--- src/rtl/bs_loader.sv ---
// Stream-to-memory loader for the BS sorting core: fills BS memory from address 0, kicks BS, waits for finish.
// Optional running batch checksum output when BS_LOADER_CHECKSUM_EN is defined.
module bs_loader #(
  parameter int ADDR_WIDTH = 2,
  parameter int DATA_WIDTH = 8
) (
  input  logic                    clk,
  input  logic                    reset,
  input  logic                    in_valid,
  input  logic [DATA_WIDTH-1:0]   in_data,
  input  logic                    in_last,
  output logic                    in_ready,
  output logic                    mem_we,
  output logic [ADDR_WIDTH-1:0]   mem_addr,
  output logic [DATA_WIDTH-1:0]   mem_wdata,
  output logic                    start,
  input  logic                    finish,
  output logic                    done,
  output logic [ADDR_WIDTH:0]     word_count
`ifdef BS_LOADER_CHECKSUM_EN
  ,
  output logic [DATA_WIDTH+ADDR_WIDTH-1:0] checksum
`endif
);

  localparam int DEPTH = 2 ** ADDR_WIDTH;
  localparam logic [ADDR_WIDTH-1:0] LAST_ADDR = ADDR_WIDTH'(DEPTH - 1);

  typedef enum logic [2:0] {
    S_LOAD,
    S_FLUSH,
    S_KICK,
    S_WAIT,
    S_DONE
  } state_t;

  state_t                state;
  logic [ADDR_WIDTH-1:0] wr_ptr;
  logic                  xfer;

  // Handshake: a word moves on any cycle with in_valid && in_ready; in_ready
  // depends only on the state register, never on in_valid.
  assign in_ready = (state == S_LOAD);
  assign xfer     = in_valid && in_ready;

  always_ff @(posedge clk) begin
    if (reset) begin
      state      <= S_LOAD;
      wr_ptr     <= '0;
      word_count <= '0;
      mem_we     <= 1'b0;
      mem_addr   <= '0;
      mem_wdata  <= '0;
      start      <= 1'b0;
      done       <= 1'b0;
    end else begin
      mem_we <= 1'b0;
      start  <= 1'b0;
      done   <= 1'b0;
      case (state)
        S_LOAD: begin
          if (xfer) begin
            mem_we     <= 1'b1;
            mem_addr   <= wr_ptr;
            mem_wdata  <= in_data;
            // wr_ptr is zero only on the first word of a batch, so the count restarts at 1 there
            word_count <= (ADDR_WIDTH+1)'(wr_ptr) + (ADDR_WIDTH+1)'(1);
            if (wr_ptr == LAST_ADDR || in_last) begin
              state <= S_FLUSH;
            end else begin
              wr_ptr <= wr_ptr + ADDR_WIDTH'(1);
            end
          end
        end
        S_FLUSH: begin
          start <= 1'b1;
          state <= S_KICK;
        end
        S_KICK: begin
          state <= S_WAIT;
        end
        S_WAIT: begin
          if (finish) begin
            done  <= 1'b1;
            state <= S_DONE;
          end
        end
        S_DONE: begin
          wr_ptr <= '0;
          state  <= S_LOAD;
        end
        default: begin
          state <= S_LOAD;
        end
      endcase
    end
  end

`ifdef BS_LOADER_CHECKSUM_EN
  always_ff @(posedge clk) begin
    if (reset) begin
      checksum <= '0;
    end else if (xfer) begin
      checksum <= ((wr_ptr == '0) ? '0 : checksum) + (DATA_WIDTH+ADDR_WIDTH)'(in_data);
    end
  end
`endif

endmodule

--- config.mk ---
export PLATFORM = sky130hd
export DESIGN_NAME = bs_loader
export DESIGN_NICKNAME = d
export VERILOG_FILES = /design/src/rtl/bs_loader.sv
export SDC_FILE = /design/constraint.sdc
export NUM_CORES = 1
export LEC_CHECK = 0
export ABC_AREA = 0
export CAP_MARGIN = 5
export CORE_MARGIN = 5
export CORE_UTILIZATION = 35
export CTS_BUF_LIST = sky130_fd_sc_hd__clkbuf_4 sky130_fd_sc_hd__clkbuf_8 sky130_fd_sc_hd__clkbuf_16
export DETAILED_ROUTE_END_ITERATION = 10
export MAX_ROUTING_LAYER = met4
export PLACE_DENSITY = 0.69
export SYNTH_ARGS = -nofsm -noshare
export SYNTH_HDL_FRONTEND = slang
export SYNTH_SLANG_ARGS = --single-unit
--- constraint.sdc ---
create_clock -name clk -period 3.5 [get_ports clk]
set_input_delay 1.05 -clock clk [delete_from_list [all_inputs] [get_ports clk]]
set_output_delay 1.05 -clock clk [all_outputs]
set_load 0.01 [all_outputs]
==> results of run 1 <==
flip-flops by register name, indices dropped and copies added (netlist names):
name        cells
done            1
mem_addr        2
mem_wdata       8
mem_we          1
start           1
state           3
word_count      3
wr_ptr          2
cells by family (layout without fill, tap and decap cells):
logic type      count (synthesis)  in the layout
simple gates                   45             45
fa+ha+maj                       1              1
compound gates                 19             19
buf+inv                         7             35
flops                          21             21
through the flow:
stage | setup WS, ps | utilization, % | power [W]
floorplan | 1532 | - | 0.0003178
global placement | 933.0 | 50.09 | 0.0003591
detailed placement | 896.5 | 50.09 | 0.0003611
CTS | 744.8 | 51.46 | 0.0004806
global route | 600.9 | 51.46 | 0.0005009
finish | 774.9 | 51.46 | 0.0004715
layout by cell type, fill, tap and decap left out:
cell type,count
a21boi_0,1
a21oi_1,13
a31oi_1,2
and3b_1,1
buf_4,2
clkbuf_4,4
clkdlybuf4s50_1,29
dfxtp_1,21
ha_1,1
nand2_1,26
nand2b_1,1
nand3_1,2
nand3b_1,1
nor2_1,5
nor3_1,3
nor3b_1,2
nor4b_2,1
o21a_1,1
o21ai_0,2
or3b_2,2
or4b_1,1
layer usage:
metal	vias up	track usage [%]	share of wire (%)
li1	368	-	-
met1	311	13.82	45
met2	20	17.74	46
met3	2	2.895	8.4
met4	0	3.974	0.70
met5	-	-	0
cell type report:
cell class / count / area, um2
fill: 223 / 1064
tap: 28 / 35.03
sequential: 21 / 420.4
timing repair buffer: 31 / 305.3
multi-input combinational: 65 / 336.6
clock buffer: 4 / 30.03
power by group through the flow:
stage	Sequential (W)	Clock (W)	Combinational (W)
after floorplan	0.000272	0	0.0000463
after global placement	0.000271	0	0.0000884
after detailed placement	0.000271	0	0.0000899
after CTS	0.000266	0.000125	0.0000903
after global routing	0.000269	0.000136	0.0000967
final	0.000265	0.000118	0.0000884
synth_stat cells:
cell type  count  area share [%]
clkbuf_1       2            0.94
dfxtp_1       21              52
buf_6          2             2.8
or4b_1         1             1.2
nor3b_1        2             1.9
o21a_1         1            0.94
buf_2          3             1.9
nor3_1         3             1.9
o21ai_0        2             1.2
nand3_1        2             1.2
nand3b_1       1            0.94
or3b_2         2             2.2
a21oi_1       13             8.1
a31oi_1        2             1.6
nor2_1         5             2.3
a21boi_0       1            0.94
nand2_1       26              12
nand2b_1       1            0.78
and3b_1        1             1.1
nor4b_2        1             1.9
ha_1           1             1.6
final timing paths:
| check | to | slack [ps] | depth (start not counted) |
|---|---|---|---|
| min | mem_wdata[4] | 460 | 2 |
| max | in_ready | 770 | 2 |
| max reg2reg | mem_wdata[6] | 1970 | 3 |
| min reg2reg | mem_wdata[4] | 460 | 2 |
critical path: cells and delay by family, from the launching register on:
family	cells	cell delay [ps]
buffers and inverters	1	610
DFF	1	410
and+or+nand+nor	1	370
==> metrics.yaml, run 1 <==
die_area_um2: 3349
gp_congestion: 0.7465
rows: 17
num_antenna_cells: 0
syn-cell-area_um2: 802.0
vias: 701
synth_fa_ha_area_share_pct: 1.560
crit_fanout: 10
grt_max_degree: 15
max_stage_delay_ps: 610
cts_tree: "yes"
finalSetupTns_ps: 0
synthDistinctLibCells: 21
die_w_um: 57.87
worstMarginPinSlew_ps: 447.9
cp_cell_sequence: "nor3_1 > clkdlybuf4s50_1"
start_util_pct: 36.61
ant_nets: 0
hpwl_um: 1298
cts_setup_buffers: 0
combPwrFrac_pct: 18.7
maxCapViolCount: 0
cp-start-kind: "flip-flop"
end_kind: "primary output"
cp-startpoint: "state[0]"
seqPwrFrac_pct: 56.3
syn_to_final_growth_pct: 40.56
cts_sinks: 21
p_sw_w: 0.0001152
postSynthAreaPerCell_um2: 8.624
port-buffer-count: 29
cp.required_ps: 2450
relSlewSlack_pct: 70.14
power.density_nw_per_um2: 418.2
r2r-start: "state[0]"
io-pin-count: 30
ir_drop_uv: 233.7
wl_per_cell_um: 11.45
hp-start: "mem_wdata[4]"
viasPerCell: 4.705
cts_buffers: 3
place_area_um2: 1097
dp.cells: 145
rsz0062_at_grt: "no"
nNetsFinal: 136
die_height_um: 57.87
p_sw_share_pct: 24.43
antenna_found_initial: 0
ys_seq_area_share_pct: 52.42
hold_viol: 0
clk-insertion-delay-late_ps: 290
ys_ff_latch: 21
slew_violations: 0
drive_above_1_share_pct: 7.438
cts_resized: 0
clk_pin_slew_ps: 110
period_share_pct: 77.86
cp_slowest_cell: "clkdlybuf4s50_1"
grt_overflow: 0
clock_power_share_pct: 25.0
synthSimpleGateAreaFrac_pct: 27.61
synth_top_family_by_area: "simple AND/OR/NAND/NOR gates"
clock-root-buffer: "clkbuf_4"
stdcell_area_um2: 1127
worstPathArrival_ps: 1680
grt_pass1_vias: 641
timing.hold.ws_ps: 460.2
grt_pass1_wl_um: 2925
dr.pass1.iters: 2
instances_no_fill: 149
max_freq_mhz: 367.0
synthXorXnorAreaFrac_pct: 0
synth_compound_gate_area_share_pct: 12.79
p_int_w: 0.0003563
yosysWarnings: 0
route.final.wire_length_um: 1706
path_class: "reg -> out"
syn_inst: 93
drtIter0Drc: 10
power.leakage_nw: 0.4125
finalSetupViolCount: 0
post-route-drc-count: 0
synth_mux_area_share_pct: 0
period_needed_ps: 2725
coreArea_um2: 2191
hold_class: "reg -> reg"
synthesis.nets: 107
fin_worst_skew_ps: 1.319
status: "completed"
cts_hold_buf: 0
cts-htree-levels: 1
clockBufferDepth: 2
grt_usage_pct: 11.24
Power figures use the tool's default switching activity.
==> run 2: changes to the inputs <==
clock period = 2.55 ns   (was 3.5 ns; I/O delays follow)
==> metrics.yaml, run 2 (synthesized netlist as in run 1, its figures left out) <==
status: "completed"
fin_ws_ps: 215.0
grt_pass1_vias: 668
cp.required_ps: 1790
wl_per_cell_um: 11.70
hold_class: "reg -> reg"
clk_pin_slew_ps: 110
die_w_um: 57.87
coreArea_um2: 2191
grt_overflow: 0
die_area_um2: 3349
nNetsFinal: 136
relSlewSlack_pct: 72.20
grt_max_degree: 15
pre_cts_ws_ps: 231.0
timing.hold.ws_ps: 459.9
period_share_pct: 91.57
layout_commonest_cell: "clkdlybuf4s50_1"
port-buffer-count: 29
hold_depth: 2
drive_above_1_share_pct: 8.264
cts_sinks: 21
hold_end: "mem_wdata[4]"
cts_buffers: 3
slew_violations: 0
regArea_um2: 420.4
hpwl_um: 1326
io-pin-count: 30
viasPerCell: 4.872
finalSetupViolCount: 0
rsz0062_at_grt: "no"
cp_slowest_cell: "clkdlybuf4s50_1"
final_cell_mix: "clkdlybuf4s50_1 (29), nand2_1 (26), dfxtp_1 (21), a21oi_1 (13), nor2_1 (5)"
clockBufferDepth: 2
power.leakage_nw: 0.4128
grt_pass1_wl_um: 2856
largest_register_ffs: 8
finalSetupTns_ps: 0
worstMarginPinSlew_ps: 417.0
cp_cell_sequence: "nor3_2 > clkdlybuf4s50_1"
path_class: "reg -> out"
largest-register: "mem_wdata"
dr.pass1.iters: 3
power.density_nw_per_um2: 566.2
cts_tree: "yes"
hold_viol: 0
nFillCells: 216
cts-htree-levels: 1
cp-start-kind: "flip-flop"
post-route-drc-count: 0
max_freq_mhz: 428.3
period_needed_ps: 2335
clk-insertion-delay-late_ps: 290
worstPathArrival_ps: 1570
rows: 17
route.final.wire_length_um: 1744
ir_drop_uv: 334.9
max_stage_delay_ps: 580
r2r_slack_ps: 1010
num_antenna_cells: 0
gp_congestion: 0.7265
vias: 726
drtIter0Drc: 3
reg2regPathDepth: 3
antenna_found_initial: 0
grt_usage_pct: 11.13
crit_fanout: 10
fin_worst_skew_ps: 5.570
syn_to_final_growth_pct: 40.87
clock-root-buffer: "clkbuf_4"
largestRegisters: "mem_wdata (8), state (3), word_count (3)"
start_util_pct: 36.61
r2r_end: "word_count[1]"
die_height_um: 57.87
cts_hold_buf: 0
hp-start: "mem_wdata[4]"
end_kind: "primary output"
r2r-start: "state[0]"
multi_input_area_um2: 341.6
maxCapViolCount: 0
ant_nets: 0
run 2: cell types whose count changed in the layout (fill, tap and decap cells not counted):
| cell | before | now |
|---|---|---|
| nor3_1 | 3 | 2 |
| nor3_2 | 0 | 1 |
| clkinv_2 | 0 | 1 |
| clkbuf_4 | 4 | 3 |
run 2: per-stage QoR:
| stage | utilization, % | power, W | instances | cell area, um2 |
|---|---|---|---|---|
| 2_1_floorplan | - | 0.0004362 | 93 | 802.0 |
| 3_3_place_gp | 50.09 | 0.0004930 | 145 | 1097 |
| 3_5_place_dp | 50.09 | 0.0004962 | 145 | 1097 |
| 4_1_cts | 51.34 | 0.0006526 | 149 | 1125 |
| 5_1_grt | 51.57 | 0.0006822 | 149 | 1130 |
| 6_report | 51.57 | 0.0006397 | 149 | 1130 |
run 2: layer usage:
layer	part of all wire, %	track usage, %	wire length [um]
met1	42	12.01	739
met2	49	18.87	851
met4	0.80	5.960	14
met3	7.9	2.450	138
met5	0	-	0
run 2: repair_timing:
item | CTS | global route
hold endpoints to repair | 0 | 0
resized for setup | 0 | 1
endpoints found under the setup margin | 0 | 1
setup buffers | 0 | 0
run 2: cell type report:
cell class / instances / area share (%)
sequential: 21 / 37.21
clock inverter: 1 / 0.4430
timing repair buffer: 31 / 27.02
clock buffer: 3 / 1.993
tap: 28 / 3.101
multi-input combinational: 65 / 30.23
run 2: report_power, final:
part | internal, W | switching, W
Combinational | 0.0000699 | 0.0000521
Sequential | 0.000348 | 0.0000166
Clock | 0.0000583 | 0.0000943
Total | 0.000477 | 0.000163
run 2: critical path: cells and delay by family, from the launching register on:
kind | cells | cell delay [ps]
buffers and inverters | 1 | 580
DFF | 1 | 420
and+or+nand+nor | 1 | 280
run 2: worst max path at each step:
stage	startpoint	end	cells past startpoint	slack, ps
floorplan	in_valid	mem_addr[1]	5	870
global placement	in_valid	word_count[1]	4	260
detailed placement	in_valid	word_count[1]	4	230
CTS	state[0]	in_ready	2	60
global route	state[0]	in_ready	2	120
finish	state[0]	in_ready	2	210
